<file path="config.mk">
export PLATFORM = sky130hd
export DESIGN_NAME = logic_unit_pipe
export DESIGN_NICKNAME = d
export VERILOG_FILES = /design/src/rtl/logic_unit_pkg.sv /design/src/rtl/logic_unit_core.sv /design/src/rtl/logic_unit_pipe.sv
export SDC_FILE = /design/constraint.sdc
export NUM_CORES = 1
export LEC_CHECK = 0
export CORE_MARGIN = 2
export CORE_UTILIZATION = 50
export DETAILED_ROUTE_END_ITERATION = 6
export PLACE_DENSITY = 0.8
export SLEW_MARGIN = 20
export SYNTH_ARGS = -nofsm -noshare
export SYNTH_HDL_FRONTEND = slang
export SYNTH_HIERARCHICAL = 1
export SYNTH_SLANG_ARGS = --single-unit
</file>
<file path="constraint.sdc">
create_clock -name clk -period 6.6 [get_ports clk]
set_input_delay 1.65 -clock clk [delete_from_list [all_inputs] [get_ports clk]]
set_output_delay 1.65 -clock clk [all_outputs]
set_load 0.1 [all_outputs]
</file>
<file path="src/rtl/logic_unit_pkg.sv">
// Shared types and widths for the registered logic unit.
package logic_unit_pkg;

    localparam int OP_W      = 3;
    localparam int OPCOUNT_W = 16;

    typedef enum logic [OP_W-1:0] {
        OP_AND   = 3'd0,
        OP_OR    = 3'd1,
        OP_NOTA  = 3'd2,
        OP_NAND  = 3'd3,
        OP_NOR   = 3'd4,
        OP_XOR   = 3'd5,
        OP_XNOR  = 3'd6,
        OP_PASSB = 3'd7
    } opcode_e;

    typedef enum logic {
        ST_EMPTY = 1'b0,
        ST_FULL  = 1'b1
    } out_state_e;

endpackage

</file>
<file path="src/rtl/logic_unit_core.sv">
// Combinational bitwise function unit with zero/all-ones/parity flags.
module logic_unit_core
    import logic_unit_pkg::*;
#(
    parameter int WIDTH = 8
) (
    input  logic [WIDTH-1:0] a_i,
    input  logic [WIDTH-1:0] b_i,
    input  logic [OP_W-1:0]  op_i,
    output logic [WIDTH-1:0] result_o,
    output logic             zero_o,
    output logic             ones_o,
    output logic             parity_o
);

    always_comb begin
        result_o = '0;
        case (opcode_e'(op_i))
            OP_AND:   result_o = a_i & b_i;
            OP_OR:    result_o = a_i | b_i;
            OP_NOTA:  result_o = ~a_i;
            OP_NAND:  result_o = ~(a_i & b_i);
            OP_NOR:   result_o = ~(a_i | b_i);
            OP_XOR:   result_o = a_i ^ b_i;
            OP_XNOR:  result_o = ~(a_i ^ b_i);
            OP_PASSB: result_o = b_i;
            default:  result_o = '0;
        endcase
    end

    assign zero_o   = (result_o == '0);
    assign ones_o   = &result_o;
    assign parity_o = ^result_o;

endmodule

</file>
<file path="src/rtl/logic_unit_pipe.sv">
// Registered logic unit with valid/ready handshake, accumulate mode and flags.
// Optional transaction counter enabled by defining LOGIC_UNIT_OPCOUNT_EN.
module logic_unit_pipe
    import logic_unit_pkg::*;
#(
    parameter int               WIDTH   = 8,
    parameter logic [WIDTH-1:0] ACC_RST = '0
) (
    input  logic                 clk,
    input  logic                 rst_n,
    input  logic                 in_valid,
    output logic                 in_ready,
    input  logic [WIDTH-1:0]     a,
    input  logic [WIDTH-1:0]     b,
    input  logic [OP_W-1:0]      op,
    input  logic                 acc_en,
    input  logic                 acc_clr,
    output logic                 out_valid,
    input  logic                 out_ready,
    output logic [WIDTH-1:0]     result,
    output logic                 res_zero,
    output logic                 res_ones,
    output logic                 res_parity,
    output logic [OPCOUNT_W-1:0] op_count
);

    out_state_e       state_q;
    logic             valid_q;
    logic [WIDTH-1:0] result_q;
    logic             zero_q, ones_q, parity_q;
    logic [WIDTH-1:0] acc_q, acc_d;
    logic [WIDTH-1:0] bEff;
    logic [WIDTH-1:0] coreResult;
    logic             coreZero, coreOnes, coreParity;
    logic             accept, deliver;

    assign in_ready = !valid_q || out_ready;
    assign accept   = in_valid && in_ready;
    assign deliver  = valid_q && out_ready;

    // A same-cycle clear makes the accumulator operand read as its reset value.
    assign bEff = acc_en ? (acc_clr ? ACC_RST : acc_q) : b;

    logic_unit_core #(.WIDTH(WIDTH)) u_core (
        .a_i      (a),
        .b_i      (bEff),
        .op_i     (op),
        .result_o (coreResult),
        .zero_o   (coreZero),
        .ones_o   (coreOnes),
        .parity_o (coreParity)
    );

    always_comb begin
        acc_d = acc_q;
        if (accept)
            acc_d = coreResult;
        else if (acc_clr)
            acc_d = ACC_RST;
    end

    always_ff @(posedge clk or negedge rst_n) begin
        if (!rst_n) begin
            state_q  <= ST_EMPTY;
            valid_q  <= 1'b0;
            result_q <= '0;
            zero_q   <= 1'b1;
            ones_q   <= 1'b0;
            parity_q <= 1'b0;
            acc_q    <= ACC_RST;
        end else begin
            acc_q <= acc_d;
            if (accept) begin
                result_q <= coreResult;
                zero_q   <= coreZero;
                ones_q   <= coreOnes;
                parity_q <= coreParity;
            end
            case (state_q)
                ST_EMPTY: begin
                    if (accept) begin
                        state_q <= ST_FULL;
                        valid_q <= 1'b1;
                    end
                end
                ST_FULL: begin
                    if (!accept && deliver) begin
                        state_q <= ST_EMPTY;
                        valid_q <= 1'b0;
                    end
                end
                default: begin
                    state_q <= ST_EMPTY;
                    valid_q <= 1'b0;
                end
            endcase
        end
    end

    assign out_valid  = valid_q;
    assign result     = result_q;
    assign res_zero   = zero_q;
    assign res_ones   = ones_q;
    assign res_parity = parity_q;

`ifdef LOGIC_UNIT_OPCOUNT_EN
    logic [OPCOUNT_W-1:0] count_q, count_d;

    always_comb begin
        count_d = count_q;
        if (accept && (count_q != {OPCOUNT_W{1'b1}}))
            count_d = count_q + 1'b1;
    end

    always_ff @(posedge clk or negedge rst_n) begin
        if (!rst_n)
            count_q <= '0;
        else
            count_q <= count_d;
    end

    assign op_count = count_q;
`else
    assign op_count = '0;
`endif

endmodule

</file>
==> results.txt <==
----------------------------------------------------
[Outcome]
  Run status ... finished, final reports clean

[Timing]
  Final setup fails ... 0
  Fin. Hold Viols ... 0
  Actual slew at the worst max-slew pin ... roughly 1.1 ns
  Sum Neg Setup Slack ... 0 ns
  Final-report max-slew violation count ... 0
  Worst clock skew ... between 0.006 and 0.007 ns
  Unrepaired setup endpoints after global routing ... false
  Max transition margin ... between 20% and 30%
  Final critical delay including setup and external delays ... around 5.2 ns
  Maximum clock frequency ... between 150 and 200 MHz
  Period Utilization, post-route ... 78.7%

[Critical path]
  Worst reg2reg path startpoint ... acc_q[1]$_DFF_PN0_
  Capturing point of the worst reg2reg path ... res_parity$_DFFE_PN0P_
  Reg-to-reg setup timing slack ... between 3 and 4 ns
  Crit Path Category ... in -> out
  Critical path required time ... between 4 and 5 ns
  Element type at the critical path start ... input port
  Delay of the slowest cell on the worst path ... 1.15 ns
  Arrival time of data at the critical path endpoint ... 3.54 ns
  Critical path peak fanout ... 10
  Cell repeated most along the worst path ... sky130_fd_sc_hd__clkdlybuf4s50_1
  Standard cell with the maximum stage delay on the critical path ... sky130_fd_sc_hd__clkdlybuf4s50_1
  Crit path cell chain ... clkdlybuf4s50_1 -> nand2b_4 -> clkdlybuf4s50_1
  R2R depth ... 12
  Critical Path End Type ... output port

[GRT]
  Wire length of the first global-routing pass ... 7940 microns
  Pin count of the biggest net entering global routing ... 32
  GRT Overall Usage ... a little under a fifth
  Vias in the first global route ... around 1.8k
  Grt total ovfl ... 0
  Antenna violations before repair ... 0

[Cells and area]
  Fraction of layout cells with a size suffix above 1 ... 9.36%
  Non-filler instance count after layout ... between 300 and 400
  Number of fill cells ... between 400 and 500
  Diodes inserted ... 0
  Layout Nets ... between 300 and 400
  Synth-to-layout area growth ... 12.8%

[Die]
  Std cell rows ... 24
  Io pins ... 54
  Die outline height ... 72.2 microns
  Total core area ... between 4000 and 5000 sq um
  Floorplan die area ... 5210 sq um
  Die X ... between 70 and 80 microns
  Starting density of the core ... 52.6%

[CTS]
  H-Tree Level Count ... 1
  Post-CTS clock slew at the launch and capture registers of the worst setup and hold paths ... roughly 0.080 ns
  Resized cells post-CTS ... 0
  Clock sinks ... 21
  Buffers inserted by post-CTS timing repair ... 0
  Insertion delay of the later-clocked pin in the worst-skew pair ... 0.26 ns
  TritonCTS clock tree ... done
  Hold Buf Count CTS ... 0
  Worst-case clock buffer depth ... 2
  Root buffer cell ... sky130_fd_sc_hd__clkbuf_8
  Num CTS Buffers ... 3

[Yosys]
  Yosys cell types ... 44
  Post-synthesis cell type with the largest combined area ... sky130_fd_sc_hd__dfrtp_1
  Area fraction of the dominant cell type after synthesis ... 21.5%
  Number of enable-type register cells in the synthesized netlist ... 0
  Main flop type after synthesis ... sky130_fd_sc_hd__dfrtp_1
  Synthesized area divided by synthesized cell count ... between 8 and 9 sq um
  Cell with the most instances after synthesis ... sky130_fd_sc_hd__inv_1
  Post-synth ARST share ... 100%
  Most frequent cells after synthesis ... 35 x sky130_fd_sc_hd__inv_1, 24 x sky130_fd_sc_hd__ha_1, 20 x sky130_fd_sc_hd__dfrtp_1
  Synthesized netlist cell count ... 274
  Seq/Total Area, Yosys ... 22.7%
  Mapped Area ... about 2300 sq um
  Warnings, synthesis ... 6
  Flops & latches, synth ... 21
  Cells taking the most area after synthesis ... sky130_fd_sc_hd__dfrtp_1 22%, sky130_fd_sc_hd__ha_1 13%, sky130_fd_sc_hd__mux2i_1 6.5%, sky130_fd_sc_hd__buf_4 6.1%, sky130_fd_sc_hd__inv_1 5.7%

[Power]
  Peak VDD IR ... ~0.0002 V
  Share of total power in the clock network ... approximately 15%
  Leakage component of the power ... 1.27 nW
  Internal power ... roughly 0.00029 W
  Power density of the placed cells ... between 200 and 250 nW/um^2
  Sequential fraction of design power ... roughly 28%
  Switching fraction of total power ... between 40 and 50%
  P_sw ... about 0.00026 W
  Combinational cell fraction of total power ... a little under three fifths

[Hold path]
  Tightest Hold Check Type ... reg -> reg
  Hold endpoint ... out_valid$_DFFE_PN0P_
  Source of the worst hold timing path ... state_q$_DFF_PN0_
  Hold Path Depth ... 1

[Drt]
  Post-route antenna net violation count ... 0
  First-pass detailed-route iteration total ... 4
  Violation count after the first detailed-routing iteration ... between 150 and 200
  Drt via density ... 5.35
  Post-detailed-routing wire length ... around 5000 microns
  Routed WL per cell ... about 14 microns
  Via count ... approximately 1.9k
  DRC ... 0

[Placed design]
  GP Congestion ... slightly above 0.8
  Port-buffer cells ... 37
  HPWL reported at the end of detailed placement ... roughly 3800 microns
  Cell Count Post-Placement ... 347

[Flow run]
  Max-Cap Viols ... 0

----------------------------------------------------
-- metrics by stage --
step	instance area, sq um	util, %	hold WS [ns]	power (W)	worst slack (ns)
after floorplan	2380	-	0.457	0.000411	2.17
after global placement	2570	58.3	0.468	0.000462	1.45
after detailed placement	2570	58.3	0.516	0.000467	1.41
after CTS	2620	59.4	0.503	0.000550	1.41
after global routing	2620	59.4	0.534	0.000579	1.37
final	2620	59.4	0.491	0.000548	1.41
-- layout by cell type, fill, tap and decap left out, types with 4 or more instances in the layout --
cell type,instances
sky130_fd_sc_hd__nand2_1,19
sky130_fd_sc_hd__clkdlybuf4s50_1,37
sky130_fd_sc_hd__conb_1,16
sky130_fd_sc_hd__nand2b_1,15
sky130_fd_sc_hd__o311ai_0,4
sky130_fd_sc_hd__mux2i_1,15
sky130_fd_sc_hd__nor2_1,17
sky130_fd_sc_hd__o311a_1,4
sky130_fd_sc_hd__nand3_1,14
sky130_fd_sc_hd__mux2_2,4
sky130_fd_sc_hd__ha_1,24
sky130_fd_sc_hd__o21ai_0,12
sky130_fd_sc_hd__o21ai_2,10
sky130_fd_sc_hd__a21oi_1,10
sky130_fd_sc_hd__inv_1,35
sky130_fd_sc_hd__dfrtp_1,20
sky130_fd_sc_hd__a211oi_1,4
-- cell type report --
cell class,instances,area [sq um],area share (%)
Multi-Input combinational cell,201,1480,56.4
Sequential cell,21,527,20.1
Timing Repair Buffer,37,370,14.1
Inverter,36,135,5.16
Tap cell,52,65.1,2.48
Clock buffer,4,45.0,1.72
-- critical path: cells and delay by family --
kind / cells / cell delay (ns)
AND/OR/NAND/NOR: 1 / 0.21
buffers and inverters: 2 / 1.68
-- per-layer routing --
layer / global-route usage [%] / wire [microns] / share of wire (%)
met1: 25.5 / 2200 / 45
met2: 32.0 / 2360 / 48
met3: 3.47 / 226 / 4.7
met4: 4.19 / 78 / 1.6
met5: 0 / 0 / 0
-- power groups by stage --
stage	Sequential [W]	Clock (W)	Combinational [W]
3_5_place_dp	0.000157	0	0.000311
4_1_cts	0.000155	0.0000837	0.000312
5_1_grt	0.000156	0.0000909	0.000333
6_report	0.000155	0.0000829	0.000311
3_3_place_gp	0.000156	0	0.000305
2_1_floorplan	0.000234	0	0.000177
-- sequential cells by signal (all words and copies together) (netlist names) --
signal / count
state_q: 1
out_valid: 1
res_ones: 1
res_zero: 1
result: 8
res_parity: 1
acc_q: 8
-- worst max-delay path by stage --
stage	slack, ns	from	endpoint	depth (start not counted)
finish	1.41	out_ready	in_ready	3
global route	1.37	out_ready	in_ready	3
CTS	1.41	out_ready	in_ready	3
detailed placement	1.41	out_ready	in_ready	3
global placement	1.45	out_ready	in_ready	3
floorplan	2.17	acc_en	res_parity$_DFFE_PN0P_	12
-- kinds of logic (layout without fill, tap and decap cells) --
kind of cell,count (synthesis),in the layout,synth area share [%]
AO/OA/AOI/OAI,61,61,20.2
XOR/XNOR,3,3,1.13
adder cells (fa/ha/maj),24,24,12.9
buffers and inverters,67,77,16.2
flip-flops,21,21,22.7
multiplexers,22,22,10.3
other,1,16,0.161
AND/OR/NAND/NOR,75,75,16.4
Power figures use the tool's default switching activity.
